<file path="src/rtl/stopwatch_pkg.sv">
// Shared types, limits and BCD helpers for the stopwatch timekeeping stage.
package stopwatch_pkg;

   typedef enum logic [1:0] {
      STOPPED  = 2'd0,
      RUNNING  = 2'd1,
      LAP_HOLD = 2'd2
   } sw_state_t;

   // Packs to {min_tens, min_ones, sec_tens, sec_ones, cs_tens, cs_ones}.
   typedef struct packed {
      logic [7:0] min;
      logic [7:0] sec;
      logic [7:0] cs;
   } bcd_time_t;

   localparam int CS_MAX  = 99;
   localparam int SEC_MAX = 59;

   // Two-digit BCD encoding of a small decimal constant (0..99).
   function automatic logic [7:0] to_bcd(input int v);
      return {4'(v / 10), 4'(v % 10)};
   endfunction

   // Adds one to a two-digit BCD value. The caller handles the upper limit,
   // so the tens digit never goes past 9.
   function automatic logic [7:0] bcd_inc(input logic [7:0] v);
      if (v[3:0] == 4'd9)
         return {v[7:4] + 4'd1, 4'd0};
      else
         return {v[7:4], v[3:0] + 4'd1};
   endfunction

endpackage

</file>
<file path="src/rtl/bcd_mod_counter.sv">
// Two-digit BCD counter that counts 0..MAX and wraps to 0, with a carry
// out for chaining into the next more-significant stage.
module bcd_mod_counter
   import stopwatch_pkg::*;
#(
   parameter int MAX = 99
) (
   input  logic       clk,
   input  logic       reset_n,
   input  logic       inc,
   input  logic       clr,
   output logic [7:0] value,
   output logic [7:0] value_nxt,
   output logic       carry
);

   localparam logic [7:0] MAX_BCD = to_bcd(MAX);

   // Carry is combinational so a whole chain advances on the same edge.
   assign carry = inc && (value == MAX_BCD);

   // Next value; exposed so the parent can register outputs in step with us.
   always_comb begin
      // NOTE: every always_comb output gets a default first, so no path leaves
      // it unassigned and no latch is inferred.
      value_nxt = value;
      if (clr)
         value_nxt = 8'h00;
      else if (inc)
         value_nxt = (value == MAX_BCD) ? 8'h00 : bcd_inc(value);
   end

   // Count register.
   always_ff @(posedge clk or negedge reset_n) begin
      // NOTE: sequential state uses non-blocking assignments so every flop
      // samples pre-edge values regardless of block ordering.
      if (!reset_n)
         value <= 8'h00;
      else
         value <= value_nxt;
   end

endmodule

</file>
<file path="src/rtl/stopwatch_core.sv">
// Stopwatch timekeeping: accumulates 100 Hz ticks into MM:SS.CC BCD with
// start/stop, lap freeze and clear control. All outputs are registered.
module stopwatch_core
   import stopwatch_pkg::*;
#(
   parameter int MAX_MIN = 59
) (
   input  logic        clk,
   input  logic        reset_n,
   input  logic        tick,
   input  logic        start_stop,
   input  logic        lap,
   input  logic        clear,
   output logic [23:0] display,
   output logic        running,
   output logic        lap_active,
   output logic        rollover
);

   sw_state_t  state, state_nxt;
   bcd_time_t  live, live_nxt, lap_q, lap_nxt;
   logic [7:0] cs_val, sec_val, min_val;
   logic [7:0] cs_nxt, sec_nxt, min_nxt;
   logic       count_en, clr_en;
   logic       cs_carry, sec_carry, min_carry;

   assign live     = '{min: min_val, sec: sec_val, cs: cs_val};
   assign live_nxt = '{min: min_nxt, sec: sec_nxt, cs: cs_nxt};

   // Counting follows the registered state: a tick alongside the starting
   // pulse is dropped, a tick alongside the stopping pulse is kept.
   assign count_en = tick && (state == RUNNING || state == LAP_HOLD);

   // Control decode; start_stop outranks lap, which outranks clear.
   always_comb begin
      state_nxt = state;
      lap_nxt   = lap_q;
      clr_en    = 1'b0;
      case (state)
         STOPPED: begin
            if (start_stop)
               state_nxt = RUNNING;
            else if (!lap && clear)
               clr_en = 1'b1;
         end
         RUNNING: begin
            if (start_stop) begin
               state_nxt = STOPPED;
            end else if (lap) begin
               state_nxt = LAP_HOLD;
               lap_nxt   = live;
            end
         end
         LAP_HOLD: begin
            if (start_stop)
               state_nxt = STOPPED;
            else if (lap)
               state_nxt = RUNNING;
         end
         default: state_nxt = STOPPED;
      endcase
   end

   bcd_mod_counter #(.MAX(CS_MAX)) u_cs (
      .clk       (clk),
      .reset_n   (reset_n),
      .inc       (count_en),
      .clr       (clr_en),
      .value     (cs_val),
      .value_nxt (cs_nxt),
      .carry     (cs_carry)
   );

   bcd_mod_counter #(.MAX(SEC_MAX)) u_sec (
      .clk       (clk),
      .reset_n   (reset_n),
      .inc       (cs_carry),
      .clr       (clr_en),
      .value     (sec_val),
      .value_nxt (sec_nxt),
      .carry     (sec_carry)
   );

   bcd_mod_counter #(.MAX(MAX_MIN)) u_min (
      .clk       (clk),
      .reset_n   (reset_n),
      .inc       (sec_carry),
      .clr       (clr_en),
      .value     (min_val),
      .value_nxt (min_nxt),
      .carry     (min_carry)
   );

   // State and lap snapshot registers.
   always_ff @(posedge clk or negedge reset_n) begin
      if (!reset_n) begin
         state <= STOPPED;
         lap_q <= '0;
      end else begin
         state <= state_nxt;
         lap_q <= lap_nxt;
      end
   end

   // Output registers, loaded from next-state values so they track the
   // state and count registers without an extra cycle of delay.
   always_ff @(posedge clk or negedge reset_n) begin
      if (!reset_n) begin
         display    <= 24'h000000;
         running    <= 1'b0;
         lap_active <= 1'b0;
         rollover   <= 1'b0;
      end else begin
         display    <= (state_nxt == LAP_HOLD) ? lap_nxt : live_nxt;
         running    <= (state_nxt != STOPPED);
         lap_active <= (state_nxt == LAP_HOLD);
         rollover   <= min_carry;
      end
   end

endmodule
</file>
<file path="config.mk">
export PLATFORM = sky130hd
export DESIGN_NAME = stopwatch_core
export DESIGN_NICKNAME = d
export VERILOG_FILES = /design/src/rtl/stopwatch_pkg.sv /design/src/rtl/bcd_mod_counter.sv /design/src/rtl/stopwatch_core.sv
export SDC_FILE = /design/constraint.sdc
export NUM_CORES = 1
export LEC_CHECK = 0
export ABC_AREA = 1
export CAP_MARGIN = 20
export CORE_MARGIN = 2
export CORE_UTILIZATION = 57
export CTS_CLUSTER_DIAMETER = 150
export DETAILED_ROUTE_END_ITERATION = 10
export HOLD_SLACK_MARGIN = 0.03
export PLACE_DENSITY = 0.79
export SLEW_MARGIN = 25
export SYNTH_ARGS = -nofsm -noshare
export SYNTH_HDL_FRONTEND = slang
export SYNTH_SLANG_ARGS = --single-unit
</file>
<file path="constraint.sdc">
create_clock -name clk -period 2.19 [get_ports clk]
set_clock_uncertainty 0.1 [all_clocks]
set_input_delay 0.3285 -clock clk [delete_from_list [all_inputs] [get_ports clk]]
set_output_delay 0.3285 -clock clk [all_outputs]
set_load 0.005 [all_outputs]
</file>
==> metrics.txt, run 1 <==
# TYPE chip_impl_metric gauge
chip_impl_info{name="outcome",value="completed"} 1
chip_impl_metric{name="power.total",unit="mW"} 4.33
chip_impl_metric{name="fp-row-count",unit=""} 29
chip_impl_metric{name="vias_per_cell",unit=""} 5.32
chip_impl_metric{name="syn-num-nets",unit=""} 465
chip_impl_info{name="clockRootBuffer",value="sky130_fd_sc_hd__clkbuf_8"} 1
chip_impl_metric{name="setup_total_negative_slack",unit="ns"} 0
chip_impl_metric{name="max_slew_margin",unit=""} 0.668
chip_impl_metric{name="initial_core_util",unit=""} 0.588
chip_impl_metric{name="fin_nets",unit=""} 506
chip_impl_metric{name="insertedDiodeCount",unit=""} 0
chip_impl_info{name="startpoint_type",value="flip-flop"} 1
chip_impl_metric{name="actual_transition_at_the_worst_max_transition_pin",unit="ns"} 0.497
chip_impl_metric{name="rrSetupSlack",unit="ns"} 0.19
chip_impl_metric{name="avgRoutedWirePerCell",unit="um"} 13.6
chip_impl_metric{name="cts-buffers-inserted",unit=""} 9
chip_impl_info{name="final_cell_mix",value="sky130_fd_sc_hd__nand2_1, sky130_fd_sc_hd__dfrtp_1, sky130_fd_sc_hd__inv_1"} 1
chip_impl_metric{name="drt.antenna.violating_nets",unit=""} 0
chip_impl_metric{name="total_leakage_power",unit="nW"} 2.27
chip_impl_info{name="timing.hold.worst.class",value="in2async"} 1
chip_impl_info{name="timing.critical_path.cells",value="inv_1, ha_1, nand2_1, inv_4, nand2_4, nor2_8, nand2_2, nand2_1, inv_1, nand3_1, o21ai_1"} 1
chip_impl_metric{name="synth_area_per_cell",unit="um^2"} 8.42
chip_impl_metric{name="finalHoldViolCount",unit=""} 0
chip_impl_metric{name="setup-violations-final",unit=""} 0
chip_impl_metric{name="post_cts.repair.setup_buffers",unit=""} 0
chip_impl_metric{name="route.vias.total",unit=""} 2999
chip_impl_metric{name="synth-seq-area-share",unit=""} 0.516
chip_impl_info{name="setup.worst_path.end_class",value="flip-flop"} 1
chip_impl_metric{name="finalCritPeriodShare",unit=""} 0.913
chip_impl_metric{name="core_area",unit="um^2"} 6350
chip_impl_metric{name="drt_first_iter_violations",unit=""} 230
chip_impl_metric{name="total_global_routing_overflow",unit=""} 0
chip_impl_metric{name="hold_slack",unit="ns"} 0.388
chip_impl_metric{name="nFillCells",unit=""} 492
chip_impl_metric{name="ys.warnings.count",unit=""} 0
chip_impl_info{name="final_common_cell",value="sky130_fd_sc_hd__nand2_1"} 1
chip_impl_metric{name="dpl.cell_count",unit=""} 549
chip_impl_metric{name="grt_antenna_before_repair",unit=""} 0
chip_impl_info{name="cts_tree",value="yes"} 1
chip_impl_metric{name="grt_use_total",unit=""} 0.237
chip_impl_metric{name="syn_inst",unit=""} 443
chip_impl_metric{name="arrival",unit="ns"} 2.14
chip_impl_metric{name="route.final.wire_length",unit="um"} 7680
chip_impl_metric{name="timing.final.crit_period",unit="ns"} 2.00
chip_impl_metric{name="grt_first_pass_wirelength",unit="um"} 13500
chip_impl_metric{name="clock_insertion_delay_worst_skew",unit="ns"} 0.35
chip_impl_info{name="crit-reg2reg-launch",value="state[0]"} 1
chip_impl_metric{name="final_layout_size_suffix_gt1_frac",unit=""} 0.109
chip_impl_metric{name="drc_viols",unit=""} 0
chip_impl_metric{name="crit_fanout",unit=""} 9
chip_impl_metric{name="path_clk_slew",unit="ns"} 0.07
chip_impl_metric{name="top_level_ports",unit=""} 33
chip_impl_metric{name="cts.sinks",unit=""} 77
chip_impl_metric{name="post-route-util",unit=""} 0.685
chip_impl_info{name="crit_path_kind",value="reg2reg"} 1
chip_impl_metric{name="critPathMaxStageDelay",unit="ns"} 0.40
chip_impl_metric{name="synthToLayoutAreaGrowth",unit="%"} 16.6
chip_impl_info{name="crit-reg2reg-capture",value="display[8]"} 1
chip_impl_metric{name="fmax",unit="GHz"} 0.500
chip_impl_metric{name="syn-cell-area",unit="um^2"} 3730
chip_impl_metric{name="grt_pass1_vias",unit=""} 3014
chip_impl_metric{name="routabilityCongestion",unit=""} 0.882
chip_impl_metric{name="synth_seq_cells",unit=""} 77
chip_impl_metric{name="max_ir_drop_vdd",unit="uV"} 606
chip_impl_metric{name="clk_path_buf_depth",unit=""} 2
chip_impl_metric{name="rr_worst_depth",unit=""} 11
chip_impl_info{name="grt_setup_unrepaired",value="no"} 1
chip_impl_metric{name="detailed_place_hpwl",unit="um"} 5410
chip_impl_metric{name="final_count_of_pins_violating_max_slew",unit=""} 0
chip_impl_metric{name="floorplan.die_area",unit="um^2"} 7210
chip_impl_metric{name="maxCapViolations",unit=""} 0
chip_impl_metric{name="finish.cell_count_without_fillers",unit=""} 564
chip_impl_metric{name="htreeDepth",unit=""} 3
chip_impl_info{name="critPathSlowestCell",value="sky130_fd_sc_hd__dfrtp_1"} 1
chip_impl_metric{name="horizontal_extent_of_the_die",unit="um"} 84.9
chip_impl_metric{name="worst_ep_required_time",unit="ns"} 2.33
chip_impl_metric{name="io_buffers",unit=""} 32
chip_impl_metric{name="synth_cell_types",unit=""} 29
chip_impl_metric{name="largest_net_degree_at_the_start_of_global_routing",unit=""} 49
chip_impl_metric{name="fp.dieH",unit="um"} 84.9
chip_impl_metric{name="detail_route.first_pass.iterations",unit=""} 5
chip_impl_metric{name="power_density",unit="nW/um^2"} 996
-- registers in the layout (all words and copies together), names as in the netlist --
name / cells
display: 24
lap_q: 24
u_cs.value: 8
u_min.value: 8
u_sec.value: 8
state: 2
lap_active: 1
rollover: 1
running: 1
-- how the worst max path moves through the flow --
stage,slack [ns],from,to
2_1_floorplan,0.43,state[0],display[8]
3_3_place_gp,0.20,state[0],display[5]
3_5_place_dp,0.15,tick,display[8]
4_1_cts,0.15,state[0],display[5]
5_1_grt,0.004,state[0],display[8]
6_report,0.19,state[0],display[8]
-- layout make-up --
class	count	area, um^2	share of cell area
clock inverters	2	10.0	0.00230
flip-flops and latches	77	1930	0.443
repair buffers	41	425	0.0978
clock buffers	12	155	0.0357
multi-input cells	304	1540	0.355
well taps	77	96.3	0.0221
inverters	51	194	0.0446
-- what timing repair did --
action                                  in CTS  in global routing
hold endpoints to repair                    37                  0
gates resized for setup                      0                  2
endpoints found under the setup margin       0                  6
hold buffers                                 1                  0
-- cell families after synthesis --
family          synth area share
compound gates            0.0661
xor+xnor                 0.00470
fa+ha+maj                 0.0537
buf+inv                   0.0708
flops                      0.516
simple gates               0.288
-- metal layers --
layer,GRT usage,wire [um],up-vias
met3,0.0506,480,13
li1,-,-,1480
met4,0.124,116,0
met2,0.357,3550,99
met1,0.324,3530,1407
met5,0,0,-
-- stage by stage --
stage	instance area, um^2	worst slack (ns)
6_report	4350	0.190
4_1_cts	4350	0.150
3_3_place_gp	4170	0.201
2_1_floorplan	3730	0.434
5_1_grt	4350	0.00350
3_5_place_dp	4170	0.147
-- cells in the mapped netlist (all sizes together) --
cell type  count  area share
buf            9       0.017
nand3         30       0.046
inv           51       0.051
o21ai         33       0.044
or2            3      0.0050
o21a           6       0.012
dfrtp         77        0.52
nand2        156        0.16
a21oi          5      0.0077
nand4         12       0.022
nor4           1      0.0017
clkbuf         2      0.0020
o211ai         1      0.0020
ha            16       0.054
nor2          38       0.050
xor2           2      0.0047
nand3b         1      0.0020
-- worst max-delay path, delay by kind of cell (launching register included) --
family	cells	cell delay, ns
DFF	1	0.40
buffers and inverters	3	0.32
adders and majority gates	1	0.29
and+or+nand+nor	6	0.72
AOI/OAI and AO/OA	1	0.07
-- where the power goes --
part	switching (mW)	internal, mW	total (mW)	leakage (nW)
combinational	0.786	0.601	1.39	1.16
clock	0.476	0.457	0.934	0.0881
sequential	0.202	1.81	2.01	1.03
Note: power is estimated with default switching activity, not from simulation.
==> run 2: changes to the inputs <==
- REMOVE_ABC_BUFFERS: default -> 1
==> metrics.txt, run 2 (same netlist as run 1, synthesis figures left out) <==
# TYPE chip_impl_metric gauge
chip_impl_metric{name="grt_pass1_vias",unit=""} 2977
chip_impl_metric{name="finish.cell_count_without_fillers",unit=""} 566
chip_impl_metric{name="avgRoutedWirePerCell",unit="um"} 13.2
chip_impl_metric{name="setup-violations-final",unit=""} 0
chip_impl_metric{name="detailed_place_hpwl",unit="um"} 5090
chip_impl_info{name="crit_path_kind",value="reg2reg"} 1
chip_impl_metric{name="total_global_routing_overflow",unit=""} 0
chip_impl_metric{name="crit_fanout",unit=""} 7
chip_impl_metric{name="path_clk_slew",unit="ns"} 0.07
chip_impl_metric{name="arrival",unit="ns"} 2.07
chip_impl_info{name="final_common_cell",value="sky130_fd_sc_hd__nand2_1"} 1
chip_impl_metric{name="vias_per_cell",unit=""} 5.25
chip_impl_metric{name="actual_transition_at_the_worst_max_transition_pin",unit="ns"} 0.408
chip_impl_metric{name="horizontal_extent_of_the_die",unit="um"} 84.9
chip_impl_metric{name="grt_use_total",unit=""} 0.234
chip_impl_metric{name="fmax",unit="GHz"} 0.527
chip_impl_metric{name="worst_ep_required_time",unit="ns"} 2.36
chip_impl_metric{name="floorplan.die_area",unit="um^2"} 7210
chip_impl_metric{name="fp.dieH",unit="um"} 84.9
chip_impl_info{name="timing.critical_path.cells",value="inv_1, ha_1, nand2_1, buf_4, nor2_4, nand2_2, xor2_1, nand3_1, o21ai_1"} 1
chip_impl_metric{name="drt.antenna.violating_nets",unit=""} 0
chip_impl_metric{name="fin_nets",unit=""} 506
chip_impl_metric{name="detail_route.first_pass.iterations",unit=""} 4
chip_impl_metric{name="insertedDiodeCount",unit=""} 0
chip_impl_metric{name="io_buffers",unit=""} 32
chip_impl_metric{name="total_leakage_power",unit="nW"} 2.30
chip_impl_metric{name="route.vias.total",unit=""} 2971
chip_impl_metric{name="grt_first_pass_wirelength",unit="um"} 13400
chip_impl_metric{name="design_area",unit="um^2"} 4410
chip_impl_info{name="startpoint_type",value="flip-flop"} 1
chip_impl_metric{name="final_layout_size_suffix_gt1_frac",unit=""} 0.115
chip_impl_metric{name="timing.final.crit_period",unit="ns"} 1.90
chip_impl_info{name="outcome",value="completed"} 1
chip_impl_metric{name="critPathMaxStageDelay",unit="ns"} 0.40
chip_impl_metric{name="htreeDepth",unit=""} 3
chip_impl_info{name="setup.worst_path.end_class",value="flip-flop"} 1
chip_impl_metric{name="clock_insertion_delay_worst_skew",unit="ns"} 0.35
chip_impl_metric{name="max_ir_drop_vdd",unit="uV"} 570
chip_impl_metric{name="dpl.cell_count",unit=""} 549
chip_impl_metric{name="max_slew_margin",unit=""} 0.728
chip_impl_metric{name="synthToLayoutAreaGrowth",unit="%"} 18.1
chip_impl_info{name="final_cell_mix",value="sky130_fd_sc_hd__nand2_1, sky130_fd_sc_hd__dfrtp_1, sky130_fd_sc_hd__inv_1"} 1
chip_impl_info{name="critPathSlowestCell",value="sky130_fd_sc_hd__dfrtp_1"} 1
chip_impl_metric{name="clk_path_buf_depth",unit=""} 2
chip_impl_info{name="clockRootBuffer",value="sky130_fd_sc_hd__clkbuf_8"} 1
chip_impl_info{name="largestRegisters",value="display x24, lap_q x24"} 1
chip_impl_metric{name="finalHoldViolCount",unit=""} 0
chip_impl_metric{name="routabilityCongestion",unit=""} 0.895
chip_impl_metric{name="placedInstanceArea",unit="um^2"} 4170
chip_impl_metric{name="grt_antenna_before_repair",unit=""} 0
chip_impl_metric{name="power_density",unit="nW/um^2"} 1030
chip_impl_metric{name="route.final.wire_length",unit="um"} 7490
chip_impl_metric{name="fp-row-count",unit=""} 29
chip_impl_metric{name="post_cts.repair.setup_buffers",unit=""} 0
chip_impl_info{name="cts_tree",value="yes"} 1
chip_impl_metric{name="cts.sinks",unit=""} 77
chip_impl_metric{name="worst_path_bufs_invs",unit=""} 2
chip_impl_metric{name="maxCapViolations",unit=""} 0
chip_impl_metric{name="final_count_of_pins_violating_max_slew",unit=""} 0
chip_impl_metric{name="drc_viols",unit=""} 0
chip_impl_metric{name="cts-buffers-inserted",unit=""} 9
chip_impl_metric{name="largest_net_degree_at_the_start_of_global_routing",unit=""} 49
chip_impl_metric{name="finalCritPeriodShare",unit=""} 0.867
chip_impl_metric{name="initial_core_util",unit=""} 0.588
chip_impl_metric{name="setup_total_negative_slack",unit="ns"} 0
chip_impl_metric{name="core_area",unit="um^2"} 6350
chip_impl_info{name="largest_delay_contributor_family_on_the_critical_path",value="simple AND/OR/NAND/NOR gates"} 1
chip_impl_metric{name="top_level_ports",unit=""} 33
chip_impl_info{name="timing.hold.worst.class",value="in2async"} 1
chip_impl_metric{name="drt_first_iter_violations",unit=""} 272
chip_impl_info{name="grt_setup_unrepaired",value="no"} 1
[run 2: cell count changes in the layout (fill, tap and decap cells not counted)]
cell,delta
sky130_fd_sc_hd__bufinv_16,+2
sky130_fd_sc_hd__clkinv_4,+1
sky130_fd_sc_hd__clkinvlp_4,+1
sky130_fd_sc_hd__inv_2,+1
sky130_fd_sc_hd__inv_4,-1
sky130_fd_sc_hd__clkbuf_1,-1
sky130_fd_sc_hd__clkbuf_8,-1
[run 2: layer usage]
metal	part of all wire	up-vias	track usage
li1	-	1481	-
met2	0.48	69	0.375
met1	0.45	1405	0.311
met3	0.048	16	0.0506
met5	0	-	0
met4	0.024	0	0.0996
[run 2: worst paths after layout]
kind,startpoint,endpoint,slack [ns],depth (start not counted)
setup / recovery,state[0],display[8],0.29,9
hold / removal,reset_n,running,0.35,2
setup reg to reg,state[0],display[8],0.29,9
hold reg to reg,lap_q[18],lap_q[18],0.40,2
max in group asynchronous,reset_n,display[8],1.06,3
min in group clk,lap_q[18],lap_q[18],0.40,2
[run 2: through the flow]
step	utilization	setup WS [ns]	total power [mW]	hold WS [ns]
6_report	0.694	0.292	4.55	0.353
4_1_cts	0.694	0.222	4.59	0.359
5_1_grt	0.694	0.0576	4.88	0.388
3_5_place_dp	0.657	0.132	3.39	0.192
3_3_place_gp	0.657	0.160	3.33	0.183
2_1_floorplan	-	0.00381	2.80	-0.0671
[run 2: layout make-up]
cell class | count | area [um^2]
fillers | 493 | 1940
flip-flops and latches | 77 | 1930
multi-input cells | 304 | 1540
repair buffers | 41 | 425
inverters | 51 | 191
clock buffers | 10 | 138
well taps | 77 | 96.3
clock inverters | 6 | 86.3
[run 2: worst register-to-register path, stage by stage, from the launching register on]
cell,delay [ns]
sky130_fd_sc_hd__dfrtp_1,0.40
sky130_fd_sc_hd__inv_1,0.08
sky130_fd_sc_hd__ha_1,0.27
sky130_fd_sc_hd__nand2_1,0.07
sky130_fd_sc_hd__buf_4,0.16
sky130_fd_sc_hd__nor2_4,0.23
sky130_fd_sc_hd__nand2_2,0.13
sky130_fd_sc_hd__xor2_1,0.21
sky130_fd_sc_hd__nand3_1,0.09
sky130_fd_sc_hd__o21ai_1,0.08
[run 2: power breakdown]
part / switching [mW] / internal (mW)
Combinational: 0.761 / 0.603
Sequential: 0.194 / 1.81
Clock: 0.515 / 0.670
[run 2: repair_timing]
item,CTS,global route
hold buffers,1,0
gates resized for setup,0,1
endpoints found under the setup margin,0,1
endpoints found under the hold margin,30,0
==> run 3: changes to the inputs <==
- SETUP_SLACK_MARGIN: default -> 0.2
==> metrics.txt, run 3 (same netlist as run 1, synthesis figures left out) <==
# TYPE chip_impl_metric gauge
chip_impl_metric{name="largest_net_degree_at_the_start_of_global_routing",unit=""} 49
chip_impl_metric{name="worst_ep_required_time",unit="ns"} 2.34
chip_impl_metric{name="total_leakage_power",unit="nW"} 2.33
chip_impl_metric{name="internal_power",unit="mW"} 3.12
chip_impl_metric{name="synthToLayoutAreaGrowth",unit="%"} 20.0
chip_impl_metric{name="insertedDiodeCount",unit=""} 0
chip_impl_metric{name="comb_power_share",unit=""} 0.308
chip_impl_info{name="crit-reg2reg-launch",value="state[1]"} 1
chip_impl_metric{name="clk_path_buf_depth",unit=""} 2
chip_impl_metric{name="crit_fanout",unit=""} 8
chip_impl_metric{name="switchingPower",unit="mW"} 1.49
chip_impl_info{name="timing.critical_path.mode_cell",value="sky130_fd_sc_hd__nand2_1"} 1
chip_impl_metric{name="power.total",unit="mW"} 4.62
chip_impl_metric{name="initial_core_util",unit=""} 0.588
chip_impl_metric{name="finish.cell_count_without_fillers",unit=""} 573
chip_impl_metric{name="finalCritPeriodShare",unit=""} 0.842
chip_impl_metric{name="vias_per_cell",unit=""} 5.26
chip_impl_metric{name="worst_path_bufs_invs",unit=""} 2
chip_impl_metric{name="max_slew_margin",unit=""} 0.725
chip_impl_metric{name="floorplan.die_area",unit="um^2"} 7210
chip_impl_metric{name="critPathMaxStageDelay",unit="ns"} 0.38
chip_impl_info{name="final_cell_mix",value="sky130_fd_sc_hd__nand2_1, sky130_fd_sc_hd__dfrtp_1, sky130_fd_sc_hd__inv_1"} 1
chip_impl_metric{name="cts-buffers-inserted",unit=""} 9
chip_impl_info{name="critPathSlowestCell",value="sky130_fd_sc_hd__dfrtp_1"} 1
chip_impl_metric{name="top_level_ports",unit=""} 33
chip_impl_metric{name="io_buffers",unit=""} 32
chip_impl_info{name="grt_setup_unrepaired",value="no"} 1
chip_impl_metric{name="grt_pass1_vias",unit=""} 2977
chip_impl_info{name="startpoint_type",value="flip-flop"} 1
chip_impl_metric{name="drt.antenna.violating_nets",unit=""} 0
chip_impl_metric{name="route.vias.total",unit=""} 3015
chip_impl_info{name="cp-startpoint",value="state[1]"} 1
chip_impl_metric{name="final_count_of_pins_violating_max_slew",unit=""} 0
chip_impl_info{name="timing.hold.worst.class",value="in2async"} 1
chip_impl_info{name="setup.worst_path.end_class",value="flip-flop"} 1
chip_impl_metric{name="route.final.wire_length",unit="um"} 7600
chip_impl_metric{name="switching_share",unit=""} 0.324
chip_impl_metric{name="total_global_routing_overflow",unit=""} 0
chip_impl_metric{name="horizontal_extent_of_the_die",unit="um"} 84.9
chip_impl_metric{name="avgRoutedWirePerCell",unit="um"} 13.3
chip_impl_metric{name="timing.final.crit_period",unit="ns"} 1.84
chip_impl_metric{name="fp.dieH",unit="um"} 84.9
chip_impl_metric{name="drt_first_iter_violations",unit=""} 223
chip_impl_metric{name="clock_insertion_delay_worst_skew",unit="ns"} 0.36
chip_impl_metric{name="dpl.cell_count",unit=""} 549
chip_impl_metric{name="maxCapViolations",unit=""} 0
chip_impl_metric{name="finalHoldViolCount",unit=""} 0
chip_impl_metric{name="detail_route.first_pass.iterations",unit=""} 4
chip_impl_info{name="timing.critical_path.cells",value="inv_1, ha_1, nand2_1, inv_2, nand2_4, nor2_8, nand2_2, nand2_1, nor2_1, nand2_1, nand2_1"} 1
chip_impl_metric{name="post-route-util",unit=""} 0.705
chip_impl_metric{name="htreeDepth",unit=""} 3
chip_impl_metric{name="power.share.sequential",unit=""} 0.433
chip_impl_metric{name="fin_nets",unit=""} 513
chip_impl_metric{name="power_density",unit="nW/um^2"} 1030
chip_impl_info{name="crit_path_kind",value="reg2reg"} 1
chip_impl_metric{name="fp-row-count",unit=""} 29
chip_impl_metric{name="cts.sinks",unit=""} 77
chip_impl_metric{name="final.setup.worst_slack",unit="ns"} 0.346
chip_impl_metric{name="grt_antenna_before_repair",unit=""} 0
chip_impl_metric{name="arrival",unit="ns"} 1.99
chip_impl_info{name="largestRegisters",value="display x24, lap_q x24"} 1
chip_impl_metric{name="detailed_place_hpwl",unit="um"} 5090
chip_impl_metric{name="relative_contribution_of_the_clock_network_to_total_power",unit=""} 0.259
chip_impl_metric{name="routabilityCongestion",unit=""} 0.895
chip_impl_metric{name="path_clk_slew",unit="ns"} 0.08
chip_impl_metric{name="fmax",unit="GHz"} 0.542
chip_impl_metric{name="grt_first_pass_wirelength",unit="um"} 13400
chip_impl_info{name="outcome",value="completed"} 1
chip_impl_metric{name="final_layout_size_suffix_gt1_frac",unit=""} 0.133
chip_impl_info{name="largest_delay_contributor_family_on_the_critical_path",value="simple AND/OR/NAND/NOR gates"} 1
chip_impl_metric{name="grt_use_total",unit=""} 0.234
chip_impl_metric{name="setup-violations-final",unit=""} 0
chip_impl_metric{name="place_ws",unit="ns"} 0.132
chip_impl_info{name="final_common_cell",value="sky130_fd_sc_hd__nand2_1"} 1
chip_impl_metric{name="setup_total_negative_slack",unit="ns"} 0
chip_impl_info{name="cts_tree",value="yes"} 1
chip_impl_metric{name="max_ir_drop_vdd",unit="uV"} 607
chip_impl_info{name="clockRootBuffer",value="sky130_fd_sc_hd__clkbuf_8"} 1
chip_impl_metric{name="drc_viols",unit=""} 0
chip_impl_metric{name="core_area",unit="um^2"} 6350
chip_impl_metric{name="actual_transition_at_the_worst_max_transition_pin",unit="ns"} 0.412
run 3: per-layer routing:
layer,track usage,routed length [um]
met1,0.311,3320
met2,0.375,3630
met4,0.0996,195
met5,0,0
met3,0.0506,458
run 3: cell type report:
type,count,area [um^2]
multi-input cells,304,1560
well taps,77,96.3
repair buffers,48,478
fillers,485,1870
clock inverters,6,86.3
clock buffers,10,138
flip-flops and latches,77,1930
inverters,51,191
run 3: power by group through the flow:
stage                     logic [mW]  clock network [mW]  registers, mW
after global routing            1.62                1.27           2.04
final                           1.42                1.19           2.00
after floorplan                0.791                   0           2.01
after global placement          1.32                   0           2.01
after detailed placement        1.36                   0           2.03
after CTS                       1.38                1.21           2.00
run 3: worst paths after layout:
check / to / slack [ns] / cells past startpoint
worst max-delay path: display[15] / 0.35 / 11
worst min-delay path: running / 0.35 / 2
worst max register to register: display[15] / 0.35 / 11
worst min register to register: lap_q[18] / 0.40 / 2
max in group asynchronous: display[8] / 1.06 / 3
min in group clk: lap_q[18] / 0.40 / 2
run 3: per-stage QoR:
step,hold slack (ns),cell area (um^2)
after CTS,0.359,4400
after global routing,0.388,4480
after detailed placement,0.192,4170
after global placement,0.183,4170
after floorplan,-0.0671,3660
final,0.349,4480
run 3: timing repair:
action,in CTS,in global routing
setup endpoints to repair,0,16
hold buffers,1,0
endpoints found under the hold margin,30,0
resized for setup,0,7
setup buffers,0,7
